`config.mk`:
```
export PLATFORM = sky130hd
export DESIGN_NAME = dcache_line_refill
export DESIGN_NICKNAME = d
export VERILOG_FILES = /design/src/rtl/dcache_pkg.sv /design/src/rtl/dcache_line_refill.sv
export SDC_FILE = /design/constraint.sdc
export NUM_CORES = 1
export LEC_CHECK = 0
export ABC_AREA = 0
export ABC_CLOCK_PERIOD_IN_PS = 8050
export CAP_MARGIN = 20
export CORE_UTILIZATION = 45
export CTS_BUF_LIST = sky130_fd_sc_hd__clkbuf_8
export DETAILED_ROUTE_END_ITERATION = 8
export PLACE_DENSITY = 0.83
export SLEW_MARGIN = 20
export SYNTH_ARGS = -nofsm -noshare
export SYNTH_HDL_FRONTEND = slang
export SYNTH_SLANG_ARGS = --single-unit
```
`constraint.sdc`:
```
create_clock -name clk_i -period 8.05 [get_ports clk_i]
set_clock_uncertainty 0.2 [all_clocks]
set_input_delay 1.61 -clock clk_i [delete_from_list [all_inputs] [get_ports clk_i]]
set_output_delay 1.61 -clock clk_i [all_outputs]
set_load 0.01 [all_outputs]
```
`src/rtl/dcache_pkg.sv`:
```
// Shared types and default geometry for the data-cache line refill path.
package dcache_pkg;

  localparam int unsigned DCACHE_LINE_WIDTH = 128;
  localparam int unsigned DCACHE_NUM_WORDS  = 256;
  localparam int unsigned REFILL_BEAT_WIDTH = 32;
  localparam int unsigned REFILL_BEATS      = DCACHE_LINE_WIDTH / REFILL_BEAT_WIDTH;

  typedef enum logic [1:0] {
    IDLE  = 2'd0,
    FILL  = 2'd1,
    WRITE = 2'd2
  } refill_state_t;

endpackage

```
`src/rtl/dcache_line_refill.sv`:
```
// Collects critical-beat-first memory beats into a line buffer, forwards the
// critical word, then writes the whole line into the data store in one cycle.
module dcache_line_refill
  import dcache_pkg::*;
#(
  parameter int unsigned DATA_WIDTH = dcache_pkg::DCACHE_LINE_WIDTH,
  parameter int unsigned NUM_WORDS  = dcache_pkg::DCACHE_NUM_WORDS,
  parameter int unsigned BEAT_WIDTH = dcache_pkg::REFILL_BEAT_WIDTH
) (
  input  logic                                     clk_i,
  input  logic                                     rst_ni,
  input  logic                                     req_valid_i,
  output logic                                     req_ready_o,
  input  logic [$clog2(NUM_WORDS)-1:0]             req_index_i,
  input  logic [$clog2(DATA_WIDTH/BEAT_WIDTH)-1:0] req_offset_i,
  input  logic                                     mem_valid_i,
  output logic                                     mem_ready_o,
  input  logic [BEAT_WIDTH-1:0]                    mem_data_i,
  output logic                                     ds_en_o,
  output logic                                     ds_we_o,
  output logic [$clog2(NUM_WORDS)-1:0]             ds_addr_o,
  output logic [DATA_WIDTH/8-1:0]                  ds_be_o,
  output logic [DATA_WIDTH-1:0]                    ds_wdata_o,
  output logic                                     crit_valid_o,
  output logic [BEAT_WIDTH-1:0]                    crit_data_o,
  output logic                                     done_o
);

  localparam int unsigned BEATS  = DATA_WIDTH / BEAT_WIDTH;
  localparam int unsigned LANE_W = $clog2(BEATS);
  localparam int unsigned IDX_W  = $clog2(NUM_WORDS);

  refill_state_t                  state_q, state_d;
  logic [LANE_W-1:0]              count_q;
  logic [LANE_W-1:0]              offset_q;
  logic [LANE_W-1:0]              lane;
  logic [IDX_W-1:0]               index_q;
  logic [BEATS-1:0][BEAT_WIDTH-1:0] line_q;
  logic                           req_hs;
  logic                           beat_hs;
  logic                           first_beat;
  logic                           last_beat;

  assign req_hs     = req_valid_i & req_ready_o;
  assign beat_hs    = mem_valid_i & mem_ready_o;
  assign first_beat = beat_hs && (count_q == '0);
  assign last_beat  = beat_hs && (count_q == LANE_W'(BEATS - 1));
  // Beats arrive critical-first, so the lane wraps around the line.
  assign lane       = offset_q + count_q;

  assign ds_addr_o  = index_q;
  assign ds_wdata_o = line_q;

  always_ff @(posedge clk_i) begin
    if (!rst_ni) state_q <= IDLE;
    else         state_q <= state_d;
  end

  always_comb begin
    state_d     = state_q;
    req_ready_o = 1'b0;
    mem_ready_o = 1'b0;
    ds_en_o     = 1'b0;
    ds_we_o     = 1'b0;
    ds_be_o     = '0;
    done_o      = 1'b0;
    unique case (state_q)
      IDLE: begin
        req_ready_o = 1'b1;
        if (req_valid_i) state_d = FILL;
      end
      FILL: begin
        mem_ready_o = 1'b1;
        if (last_beat) state_d = WRITE;
      end
      WRITE: begin
        ds_en_o = 1'b1;
        ds_we_o = 1'b1;
        ds_be_o = '1;
        done_o  = 1'b1;
        state_d = IDLE;
      end
      default: state_d = IDLE;
    endcase
  end

  // Control registers that must come out of reset clean.
  always_ff @(posedge clk_i) begin
    if (!rst_ni) begin
      count_q      <= '0;
      crit_valid_o <= 1'b0;
      crit_data_o  <= '0;
    end else begin
      crit_valid_o <= first_beat;
      if (first_beat) crit_data_o <= mem_data_i;
      if (req_hs)       count_q <= '0;
      else if (beat_hs) count_q <= count_q + LANE_W'(1);
    end
  end

  // Request capture and line buffer; contents are don't-care until filled.
  always_ff @(posedge clk_i) begin
    if (req_hs) begin
      index_q  <= req_index_i;
      offset_q <= req_offset_i;
    end
    if (beat_hs) line_q[lane] <= mem_data_i;
  end

endmodule

```
==> impl_metrics.toml <==
[status]
run_status = "finished clean"

[synthesis]
yosys_warnings = 0
synth_common_cells = "138 x sky130_fd_sc_hd__edfxtp_1, 54 x sky130_fd_sc_hd__nand3_1, 37 x sky130_fd_sc_hd__dfxtp_1"
synth_most_common_cell = "sky130_fd_sc_hd__edfxtp_1"
synth_cells = 334
mappedNetlistNets = 383
synth-async-reset-ratio_pct = 0
synth_mux_area_share_pct = 0.1718
post_synth_xor_area_fraction_pct = 0.6012
yosys.cell_types.count = 26
synth_edf_count = 138
synth_area_leader_cell = "sky130_fd_sc_hd__edfxtp_1"
syn-cell-area_mm2 = 0.005827
synth_largest_type_area_fraction_pct = 71.12
synth_compound_gate_area_share_pct = 0.08589
synth_top_family_by_area = "simple AND/OR/NAND/NOR gates"
mean_syn_cell_area_um2 = 17.45
synth_simple_gate_area_share_pct = 10.39
postSynth.topFlopCell = "sky130_fd_sc_hd__edfxtp_1"
synth-seq-cells = 175
post_synth_fa_ha_maj_area_fraction_pct = 0.6442
synth_area_leaders = "sky130_fd_sc_hd__edfxtp_1 71%, sky130_fd_sc_hd__dfxtp_1 13%, sky130_fd_sc_hd__nand3_1 4.6%"
synth_seq_area_share_pct = 83.83

[routing]
wl_met2_mm = 6.785
initial_detailed_routing_violation_count = 191
detail_route.wl_per_cell_um = 17.47
topRoutingLayerUsed = "met4"
routed_wirelength_mm = 13.05
tritonroute_pass_1_iters = 4
drt.antenna.violating_nets = 0
m1WireLength_mm = 4.911
route.detailed.vias_per_inst = 4.845
via_count = 3619
wl_met3_mm = 1.062
drc = 0

[power]
powerDensity_mw_per_mm2 = 198.3
cellLeakagePower_nw = 3.029
irDropWorstVdd_v = 0.0001413

[sta]
min_period_ns = 3.805
setup_violations = 0
rsz0062_at_grt = "no"
timing.setup.tns_ns = 0
slew_headroom_pct = 42.16
post-route-period-util_pct = 47.26
final-hold-violation-count = 0
max_clock_freq_mhz = 262.8
slew_violations = 0
max_slew.worst_pin.slew_ns = 0.8677

[global_route]
wire_length_of_the_first_global_routing_pass_mm = 19.06
first_global_vias = 3538
initial_antenna_violation_count = 0
grt_max_degree = 69
track_usage_pct = 19.64
grt_overflow = 0

[clock_network]
cts.clk_slew.worst_paths_ns = 0.09
cts_sinks = 175
post_cts_resized = 0
cts.hold.buffers_added = 0
cts_buffers = 17
root_buffer = "sky130_fd_sc_hd__clkbuf_8"
cts_setup_buffers = 0
h_tree_lvl_count = 4
clock_tree_from_tritoncts = "done"
worstSkewPairLatency_ns = 0.44
cts.path.max_buffers = 2

[placed_design]
place_congestion = 0.7168
port-buffer-count = 235
dp_hpwl_mm = 8.800
dpl.cell_count = 715
placed_instance_area_mm2 = 0.008214

[critical_path]
crit_path_max_fanout = 19
critical_path.reg2reg.endpoint = "ds_wdata_o[54]$_DFFE_PP_"
worst_setup_path_end_kind = "output port"
startpoint_type = "flop"
cp_slowest_stage_delay_ns = 0.64
required_ns = 6.24
worst_r2r_startpoint = "count_q[0]$_SDFFE_PP0P_"
worst-r2r-cell-count = 4
cp_cell_sequence = "and2b_1 > clkdlybuf4s50_1"
timing.critical_path.buf_inv = 1
worst-setup-path-type = "flop to output port"
setup.reg_to_reg.worst_slack_ns = 5.62
data_arrival_time_of_the_critical_path_ns = 1.99
crit_family = "buffers and inverters"
critical-path-slowest-cell = "sky130_fd_sc_hd__clkdlybuf4s50_1"

[finish]
finish.instance_area_mm2 = 0.008596
layout-drive-gt1-share_pct = 9.391
stdcell_count = 747
num_antenna_cells = 0
syn2layout_area_growth_pct = 47.52
layout.nets = 611

[run]
max_cap_violations = 0

[floorplanning]
die-width_um = 115.8
design.portCount = 236
floorplan.initialDensity_pct = 46.17
die_y_um = 115.8
floorplan.die_area_mm2 = 0.01341
core-area_mm2 = 0.01262
placement_rows = 41

[min_path]
hold_path_class = "flop to flop"
hold_path_depth = 2
hp-start = "crit_data_o[0]$_SDFFE_PN0P_"
holdPathEnd = "crit_data_o[0]$_SDFFE_PN0P_"
state kept, by name (all words and copies together), names as in the netlist:
register / count
ds_addr_o: 8
ds_wdata_o: 128
offset_q: 2
crit_data_o: 32
state_q: 2
count_q: 2
crit_valid_o: 1
worst max path at each step:
stage | startpoint | to | slack [ns] | cells past startpoint
2_1_floorplan | mem_valid_i | ds_wdata_o[0]$_DFFE_PP_ | 3.51 | 2
3_3_place_gp | mem_valid_i | ds_wdata_o[114]$_DFFE_PP_ | 4.30 | 3
3_5_place_dp | mem_valid_i | ds_wdata_o[111]$_DFFE_PP_ | 4.15 | 3
4_1_cts | state_q[1]$_SDFFE_PN0P_ | ds_be_o[15] | 4.18 | 2
5_1_grt | state_q[1]$_SDFFE_PN0P_ | ds_be_o[15] | 4.05 | 2
6_report | state_q[1]$_SDFFE_PN0P_ | ds_be_o[13] | 4.25 | 2
final cells by class:
class                           count  area, um^2
Multi-Input combinational cell    124       706.9
Sequential cell                   175        4885
Clock buffer                       17       234.0
Fill cell                         854        4024
Tap cell                          172       215.2
Timing Repair Buffer              242        2400
Inverter                            2       7.507
Clock inverter                     15       147.6
layout by cell type (no fill, tap or decap), types with 2 or more instances in the layout:
master,n
sky130_fd_sc_hd__bufinv_16,2
sky130_fd_sc_hd__nor3_2,2
sky130_fd_sc_hd__and3_2,2
sky130_fd_sc_hd__clkbuf_8,17
sky130_fd_sc_hd__ha_1,3
sky130_fd_sc_hd__xnor2_1,4
sky130_fd_sc_hd__nand2_1,34
sky130_fd_sc_hd__dfxtp_1,37
sky130_fd_sc_hd__clkinv_2,4
sky130_fd_sc_hd__clkdlybuf4s50_1,234
sky130_fd_sc_hd__nor2b_1,2
sky130_fd_sc_hd__edfxtp_1,138
sky130_fd_sc_hd__clkinvlp_4,5
sky130_fd_sc_hd__buf_4,7
sky130_fd_sc_hd__nor2_1,3
sky130_fd_sc_hd__nand3_1,54
sky130_fd_sc_hd__clkinv_4,2
sky130_fd_sc_hd__nand3_2,10
sky130_fd_sc_hd__inv_1,3
routing by layer:
| metal | GRT usage [%] | up-vias |
|---|---|---|
| met4 | 9.145 | 0 |
| met3 | 6.904 | 24 |
| met1 | 21.10 | 1755 |
| met5 | 0 | - |
| li1 | - | 1656 |
| met2 | 34.64 | 184 |
tightest hold or removal path, delay by kind of cell (launching register included):
kind / cells / cell delay, ns
AND/OR/NAND/NOR: 2 / 0.10
flip-flops: 1 / 0.32
power by group:
| part | internal (mW) | switching [mW] | leakage, nW |
|---|---|---|---|
| combinational | 0.0604 | 0.0605 | 1.29 |
| sequential | 0.998 | 0.00839 | 1.55 |
| clock | 0.273 | 0.305 | 0.185 |
metrics by stage:
stage	worst slack, ns	util [%]	total power [mW]	hold slack [ns]
2_1_floorplan	3.512	-	1.068	0.2734
3_3_place_gp	4.297	65.09	1.143	0.2353
3_5_place_dp	4.148	65.09	1.149	0.2416
5_1_grt	4.048	68.11	1.758	0.2772
6_report	4.245	68.11	1.705	0.2520
4_1_cts	4.183	68.11	1.715	0.2538
cell families after synthesis:
group           Yosys count
buf+inv                  35
fa+ha+maj                 3
mux                       1
simple gates            115
compound gates            1
xor+xnor                  4
flops                   175
No activity file was read; power rests on OpenSTA's default activity.
